===== config.mk =====
export PLATFORM = sky130hd
export DESIGN_NAME = instruction_fetch_queue
export DESIGN_NICKNAME = d
export VERILOG_FILES = /design/src/rtl/instruction_fetch_queue.sv
export SDC_FILE = /design/constraint.sdc
export NUM_CORES = 1
export LEC_CHECK = 0
export ABC_CLOCK_PERIOD_IN_PS = 5200
export CAP_MARGIN = 20
export CORE_MARGIN = 10
export CORE_UTILIZATION = 50
export DETAILED_ROUTE_END_ITERATION = 16
export PLACE_DENSITY = 0.75
export SYNTH_ARGS = -nofsm -noshare
export SYNTH_HDL_FRONTEND = slang
export SYNTH_SLANG_ARGS = --single-unit

===== constraint.sdc =====
create_clock -name Sys_clk -period 5.2 [get_ports Sys_clk]
set_clock_uncertainty 0.15 [all_clocks]
set_input_delay 1.04 -clock Sys_clk [delete_from_list [all_inputs] [get_ports Sys_clk]]
set_output_delay 1.04 -clock Sys_clk [all_outputs]
set_load 0.005 [all_outputs]

===== src/rtl/instruction_fetch_queue.sv =====
// instruction_fetch_queue: predicted-path fetch stage feeding decode through a DEPTH-entry queue
// Ports: Sys_clk clock, Sys_rst sync active-high reset, Sys_rdy global enable;
//   ICIF_*/IFIC_* I-cache response/request; DCIF_ask_IF/IFDC_* decoder handshake and instruction;
//   PDIF_*/IFPD_* predictor query, prediction and resolved-branch feedback;
//   RoBIF_* jalr target, branch resolution and misprediction flush.
// Macro IFQ_BYPASS_EN: hand a response straight to decode when the queue is empty.
module instruction_fetch_queue #(
  parameter int ADDR_WIDTH = 32,
  parameter int DEPTH = 4,
  parameter int PTR_WIDTH = 2
) (
  input  logic                  Sys_clk,
  input  logic                  Sys_rst,
  input  logic                  Sys_rdy,
  input  logic                  ICIF_en,
  input  logic [31:0]           ICIF_data,
  output logic                  IFIC_en,
  output logic [ADDR_WIDTH-1:0] IFIC_addr,
  input  logic                  DCIF_ask_IF,
  output logic                  IFDC_en,
  output logic [ADDR_WIDTH-1:0] IFDC_pc,
  output logic [6:0]            IFDC_opcode,
  output logic [24:0]           IFDC_remain_inst,
  output logic                  IFDC_predict_result,
  output logic                  IFPD_predict_en,
  output logic [ADDR_WIDTH-1:0] IFPD_pc,
  input  logic                  PDIF_predict_result,
  output logic                  IFPD_feedback_en,
  output logic                  IFPD_branch_result,
  output logic [ADDR_WIDTH-1:0] IFPD_feedback_pc,
  input  logic                  RoBIF_jalr_en,
  input  logic                  RoBIF_branch_en,
  input  logic                  RoBIF_pre_judge,
  input  logic                  RoBIF_branch_result,
  input  logic [ADDR_WIDTH-1:0] RoBIF_branch_pc,
  input  logic [ADDR_WIDTH-1:0] RoBIF_next_pc
);
  typedef enum logic [1:0] {REQ, WAIT_JALR, DRAIN} state_t;
  localparam logic [6:0] OP_JAL = 7'b1101111;
  localparam logic [6:0] OP_BR = 7'b1100011;
  localparam logic [6:0] OP_JALR = 7'b1100111;
  localparam logic [PTR_WIDTH:0] FULL = (PTR_WIDTH + 1)'(DEPTH);
  state_t state, state_nxt;
  logic [ADDR_WIDTH-1:0] pc, pc_nxt, j_imm, b_imm;
  logic [ADDR_WIDTH-1:0] q_pc [DEPTH];
  logic [31:0] q_inst [DEPTH];
  logic [DEPTH-1:0] q_pred;
  logic [PTR_WIDTH-1:0] wr_ptr, rd_ptr;
  logic [PTR_WIDTH:0] count;
  logic [6:0] op;
  logic flush, accept, push, pop, byp, outstanding, pred_in;
  assign op = ICIF_data[6:0];
  assign j_imm = {{(ADDR_WIDTH-20){ICIF_data[31]}}, ICIF_data[19:12], ICIF_data[20], ICIF_data[30:21], 1'b0};
  assign b_imm = {{(ADDR_WIDTH-12){ICIF_data[31]}}, ICIF_data[7], ICIF_data[30:25], ICIF_data[11:8], 1'b0};
  assign flush = !RoBIF_pre_judge;
  assign accept = ICIF_en && IFIC_en;
  // a response still owed by the I-cache must be swallowed after a redirect
  assign outstanding = (IFIC_en || state == DRAIN) && !ICIF_en;
  assign pred_in = op == OP_BR && PDIF_predict_result;
`ifdef IFQ_BYPASS_EN
  assign byp = accept && !flush && count == '0 && DCIF_ask_IF;
`else
  assign byp = 1'b0;
`endif
  assign push = accept && !flush && !byp;
  assign pop = DCIF_ask_IF && count != '0 && !flush;
  assign IFIC_addr = pc;
  assign IFPD_pc = pc;
  assign IFPD_predict_en = ICIF_en && state == REQ && op == OP_BR;
  always_ff @(posedge Sys_clk)
    if (Sys_rst) state <= REQ;
    else if (Sys_rdy) state <= state_nxt;
  always_comb
    state_nxt = flush ? (outstanding ? DRAIN : REQ)
      : (state == REQ && accept && op == OP_JALR) ? WAIT_JALR
      : ((state == WAIT_JALR && RoBIF_jalr_en) || (state == DRAIN && ICIF_en)) ? REQ
      : state;
  always_comb
    IFIC_en = state == REQ && count != FULL;
  always_comb
    pc_nxt = flush ? RoBIF_next_pc
      : (state == WAIT_JALR && RoBIF_jalr_en) ? RoBIF_next_pc
      : !accept ? pc
      : op == OP_JAL ? pc + j_imm
      : op == OP_BR ? pc + (PDIF_predict_result ? b_imm : ADDR_WIDTH'(4))
      : op == OP_JALR ? pc
      : pc + ADDR_WIDTH'(4);
  always_ff @(posedge Sys_clk)
    if (Sys_rdy && push) begin
      q_pc[wr_ptr] <= pc;
      q_inst[wr_ptr] <= ICIF_data;
      q_pred[wr_ptr] <= pred_in;
    end
  always_ff @(posedge Sys_clk)
    if (Sys_rst) begin
      pc <= '0;
      wr_ptr <= '0;
      rd_ptr <= '0;
      count <= '0;
      IFDC_en <= 1'b0;
      IFDC_pc <= '0;
      IFDC_opcode <= '0;
      IFDC_remain_inst <= '0;
      IFDC_predict_result <= 1'b0;
      IFPD_feedback_en <= 1'b0;
      IFPD_branch_result <= 1'b0;
      IFPD_feedback_pc <= '0;
    end else if (Sys_rdy) begin
      pc <= pc_nxt;
      IFPD_feedback_en <= RoBIF_branch_en;
      IFPD_branch_result <= RoBIF_branch_result;
      IFPD_feedback_pc <= RoBIF_branch_pc;
      IFDC_en <= pop || byp;
      if (flush) begin
        wr_ptr <= '0;
        rd_ptr <= '0;
        count <= '0;
      end else begin
        if (push) wr_ptr <= wr_ptr + PTR_WIDTH'(1);
        if (pop) rd_ptr <= rd_ptr + PTR_WIDTH'(1);
        count <= count + (PTR_WIDTH + 1)'(push) - (PTR_WIDTH + 1)'(pop);
      end
      if (pop) begin
        IFDC_pc <= q_pc[rd_ptr];
        IFDC_opcode <= q_inst[rd_ptr][6:0];
        IFDC_remain_inst <= q_inst[rd_ptr][31:7];
        IFDC_predict_result <= q_pred[rd_ptr];
      end else if (byp) begin
        IFDC_pc <= pc;
        IFDC_opcode <= op;
        IFDC_remain_inst <= ICIF_data[31:7];
        IFDC_predict_result <= pred_in;
      end
    end
endmodule


# After elaboration in Yosys (flattened, before gate mapping)

Memory sizes are Yosys's and may differ from the RTL's. A register that Yosys moved wholly into a read port is not among the register bits.
Index checks and enable logic that the tools add are counted.

Muxes and demuxes: 23
Eq/ne operators: 11
Add/sub/neg operators: 7
Reductions and logical operators: 25
Magnitude comparators: 3

Operators with widths:

| operator                                                                     | number |
|---|---|
| 32-bit 2-to-1 mux                                                            | 7 |
| 32-bit adder                                                                 | 2 |
| 32-bit by 3-bit adder with 32-bit output, second input constant              | 1 |
| 7-bit equality test, second input constant                                   | 3 |
| 2-bit 2-to-1 mux                                                             | 8 |
| 1-bit logical AND                                                            | 15 |
| 2-bit AND reduction                                                          | 4 |
| 2-bit by 3-bit less-than comparator with 1-bit output, second input constant | 2 |
| 3-bit by 1-bit inequality test with 1-bit output, second input constant      | 2 |
| 5-bit by 3-bit inequality test with 1-bit output, second input constant      | 1 |
| 2-bit by 1-bit adder with 2-bit output, second input constant                | 2 |
| 4-bit bitwise mux                                                            | 1 |
| 1-bit 2-to-1 mux                                                             | 4 |
| 2-bit by 1-bit inequality test with 1-bit output, second input constant      | 2 |
| 3-bit by 1-bit adder with 3-bit output                                       | 1 |
| 3-bit 2-to-1 mux                                                             | 1 |
| 3-bit inequality test, second input constant                                 | 1 |
| 3-bit AND reduction                                                          | 1 |
| 3-bit nonzero test                                                           | 1 |
| 3-bit by 1-bit subtractor with 3-bit output                                  | 1 |
| 1-bit binary-select mux with 2-bit select                                    | 1 |
| 1-bit demux with 2-bit select                                                | 1 |
| 2-bit by 1-bit equality test with 1-bit output, second input constant        | 1 |
| 2-bit equality test, second input constant                                   | 1 |
| 4 further kinds                                                              | 5 |

Bits of input ports: 106
Memory bits (writable): 256
Word-level logic and storage cells: 82
Output and inout bits: 166
Memories: 2
Register bits after elaboration: 81

Memory list:

| name   | depth | bits a word | read ports | clocked after Yosys merged registers in | write ports | RTL line | RTL |
|---|---|---|---|---|---|---|---|
| q_inst | 4     | 32          | 1          | 1                                       | 1           | 46       | `logic [31:0] q_inst [DEPTH];` |
| q_pc   | 4     | 32          | 1          | 1                                       | 1           | 45       | `logic [ADDR_WIDTH-1:0] q_pc [DEPTH];` |

# Logic depth before layout (Yosys ltp)

Depth after elaboration: 7
Mapped depth: 13
Depth with buffers taken out: 12

# Worst setup path after synthesis

No wires, ideal clock.

Kind: input-to-reg
Start point: input PDIF_predict_result
End point: register pc[29], in the netlist IFIC_addr[29]
Data required time: 4.918 ns
Path slack: 1.260 ns
Cell stages on the path: 13
Library setup time: 0.132 ns
Path buffers: 1
Arrival: 3.658 ns
Cell sequence: clkbuf_1 > and2_1 > ha_1 > fa_1 > a211oi_1 > o21ai_1 > a21oi_2 > maj3_2 > and3_1 > a32oi_1 > xnor2_1 > a221oi_1 > nor3_1

Word-level cells in the longest chain between the ends: 7

Ends and longest elaborated chain:

| element              | RTL line | RTL |
|---|---|---|
| from (decl)          | 27       | `input logic PDIF_predict_result,` |
| 32-bit 2-to-1 mux    | 85       | `: op == OP_BR ? pc + (PDIF_predict_result ? b_imm : ADDR_WIDTH'(4))` |
| 32-bit adder         | 85       |  |
| 32-bit 2-to-1 mux    | 85       |  |
| 32-bit 2-to-1 mux    | 84       | `: op == OP_JAL ? pc + j_imm` |
| 32-bit 2-to-1 mux    | 83       | `: !accept ? pc` |
| 32-bit 2-to-1 mux    | 82       | `: (state == WAIT_JALR && RoBIF_jalr_en) ? RoBIF_next_pc` |
| 32-bit 2-to-1 mux    | 81       | `pc_nxt = flush ? RoBIF_next_pc` |
| to (signal assigned) | 109      | `pc <= pc_nxt;` |
| to (decl)            | 44       | `logic [ADDR_WIDTH-1:0] pc, pc_nxt, j_imm, b_imm;` |

Every way passes these cells. The select of a mux whose other input is x is not followed.
A chain may end at the register's enable or synchronous reset.

# Final worst setup path

Start point: input ICIF_data[4]
End point: output IFPD_predict_en

Word-level cells in the longest chain between the ends: 2

Ends and longest elaborated chain:

| element             | RTL line | RTL |
|---|---|---|
| from (decl)         | 16       | `input logic [31:0] ICIF_data,` |
| 7-bit equality test | 69       | `assign IFPD_predict_en = ICIF_en && state == REQ && op == OP_BR;` |
| 1-bit logical AND   | 69       |  |
| to (decl)           | 25       | `output logic IFPD_predict_en,` |

Every way passes these cells.

==> flow_summary.json <==
{
  "ys.warnings.count": 0,
  "crit_type": "primary input to output port",
  "start_util_pct": 50.6,
  "numCtsBuffers": 42,
  "crit_path_max_incr_delay_ns": 0.68,
  "postSynthCellCount": 1626,
  "worst_r2r_endpoint": "IFIC_addr[29]",
  "viasPerCell": 5.94,
  "cp_slowest_cell": "or4_1",
  "cts-resized-gates": 0,
  "fin_nets": 2008,
  "hold_buffers": 0,
  "timing.setup.tns_ns": 0,
  "htree_levels": 2,
  "fmax_mhz": 217,
  "syn_area_per_cell_um2": 11.7,
  "rsz0062_at_grt": "no",
  "worstMarginPinSlew_ns": 0.990,
  "synthesis.area_mm2": 0.0190,
  "dieArea_mm2": 0.0462,
  "period_needed_ns": 4.62,
  "grt_pass1_vias": 14023,
  "yosysUniqueCellTypes": 82,
  "p_per_area_mw_per_mm2": 316,
  "clkTransAtPathRegs_ns": 0.06,
  "timing.rr.start": "IFIC_addr[1]",
  "grt_remaining_overflow": 0,
  "worst-r2r-cell-count": 12,
  "clock_latency_ns": 0.55,
  "dp_hpwl_um": 38900,
  "rows": 71,
  "track_usage_pct": 23.3,
  "fin_total_pwr_uw": 7450,
  "place_area_mm2": 0.0221,
  "min_delay_worst_endpoint": "IFDC_pc[0]",
  "final_common_cell": "clkdlybuf4s50_1",
  "worstPathArrival_ns": 3.43,
  "layout_common_cells": "269 x clkdlybuf4s50_1, 260 x edfxtp_1, 218 x nand2_1",
  "crit_required_ns": 4.01,
  "drtIter0Drc": 1193,
  "grt_max_degree": 65,
  "die_h_um": 215,
  "synthTopCellsByArea": "edfxtp_1 41%, dfxtp_1 15%, mux4_2 7.7%",
  "p_leak_uw": 0.00792,
  "setup_slack_ns": 0.582,
  "clockBufferDepth": 3,
  "hold_path_depth": 2,
  "root_buffer": "clkbuf_16",
  "wl_per_cell_um": 23.3,
  "vias": 14261,
  "ys.flop_type": "edfxtp_1",
  "dr.pass1.iters": 6,
  "ant_nets": 0,
  "crit_path_end_kind": "output port",
  "ys_async_sr_fraction_pct": 0,
  "seq_area_frac_synth_pct": 56.0,
  "antenna_found_initial": 3,
  "r2r_setup_slack_ns": 1.41,
  "startpoint_type": "primary input",
  "syn_to_final_growth_pct": 24.1,
  "design_area_mm2": 0.0236,
  "crit_fanout": 5,
  "finalCritPeriodShare_pct": 88.8,
  "ys_seq_elements": 401,
  "slew_viol_final": 0,
  "gp_congestion": 0.922,
  "cts_tree": "done",
  "wl_um": 55800,
  "synth_nets": 1783,
  "pre_cts_slack_ns": 0.285,
  "cp_common_cell": "clkdlybuf4s50_1",
  "setup_viol": 0,
  "hold_start": "IFDC_pc[0]",
  "io_buffers": 271,
  "die_w_um": 215,
  "cts_setup_buffers": 0,
  "hold_viol_final": 0,
  "synth_top_area_share_pct": 41.1,
  "coreArea_mm2": 0.0376,
  "hold_path_class": "flop to flop",
  "synth_top_area_cell": "edfxtp_1",
  "synth_edf_count": 260,
  "slew_headroom_pct": 33.9,
  "grt_pass1_wl_um": 84800,
  "ir_drop_v": 0.000233,
  "drive_above_1_share_pct": 11.0,
  "status": "finished clean",
  "io-pin-count": 272,
  "drc_errors": 0,
  "critPathLaunch": "ICIF_data[4]",
  "maxCapViolCount": 0,
  "clock_sinks": 401,
  "crit_path_cell_trace": "clkdlybuf4s50_1 -> nand3b_1 -> or4_1 -> nor4b_1 -> clkdlybuf4s50_1"
}
## layout make-up
class | instances | area, µm²
Clock inverter | 28 | 313
Tap cell | 511 | 639
Timing Repair Buffer | 311 | 3080
Fill cell | 2943 | 14000
Inverter | 24 | 90.1
Sequential cell | 401 | 10600
Clock buffer | 50 | 1140
Multi-Input combinational cell | 1071 | 7670
Antenna cell | 3 | 7.51
## layer usage
| layer | wire length [µm] | track usage, % | vias to the layer above |
|---|---|---|---|
| met3 | 4060 | 4.07 | 86 |
| met2 | 27800 | 39.3 | 579 |
| met1 | 22600 | 30.1 | 7064 |
| li1 | - | - | 6532 |
| met4 | 1350 | 7.42 | 0 |
| met5 | 0 | 0 | - |
## worst max-delay path, delay by kind of cell
family	cells	cell delay [ns]
buffers and inverters	2	1.09
and+or+nand+nor	3	1.29
## cell usage after synthesis (24+ instances only)
| library cell | count |
|---|---|
| edfxtp_1 | 260 |
| nand2_1 | 218 |
| dfxtp_1 | 141 |
| a21oi_1 | 131 |
| nor2_1 | 111 |
| clkbuf_1 | 68 |
| mux4_2 | 65 |
| ha_1 | 48 |
| mux2i_1 | 43 |
| nor3_1 | 43 |
| o21ai_0 | 37 |
| buf_4 | 33 |
| xnor2_1 | 32 |
| nand3_1 | 28 |
| a211oi_1 | 25 |
| xor2_1 | 25 |
| inv_1 | 24 |
## cell families after synthesis
group           share of synthesized area, %
compound gates                          11.4
xor+xnor                                2.63
buf+inv                                 3.79
simple gates                            12.7
flops                                   56.0
mux                                     10.0
fa+ha+maj                               3.54
## where the power goes
| group | switching, µW | internal [µW] | total [µW] | leakage, µW |
|---|---|---|---|---|
| registers | 80.1 | 3450 | 3530 | 0.00349 |
| logic | 424 | 367 | 791 | 0.00373 |
| clock network | 1240 | 1880 | 3130 | 0.000704 |
| total | 1750 | 5700 | 7450 | 0.00792 |
## registers in the layout (all words and copies together), names as in the netlist, 2 cells and up
name,cells
wr_ptr,2
rd_ptr,2
count,3
IFDC_opcode,7
q_inst,128
q_pred,4
IFPD_feedback_pc,32
IFDC_pc,32
IFIC_addr,32
q_pc,128
state,2
IFDC_remain_inst,25
## metrics by stage
stage                     util [%]  std cells  hold WS (ns)
after CTS                     62.7       2396         0.304
after global routing          62.8       2399         0.325
after floorplan                  -       1626         0.303
final                         62.8       2399         0.304
after detailed placement      58.9       2318         0.296
after global placement        58.9       2318         0.292
## worst max path at each step
stage                           end  slack, ns  cells after the start
global placement      IFIC_addr[27]       0.37                     13
CTS                 IFPD_predict_en       0.58                      5
finish              IFPD_predict_en       0.58                      5
floorplan             IFIC_addr[29]       1.26                     13
detailed placement    IFIC_addr[23]       0.29                     13
global route        IFPD_predict_en       0.46                      5
Power figures use the tool's default switching activity.
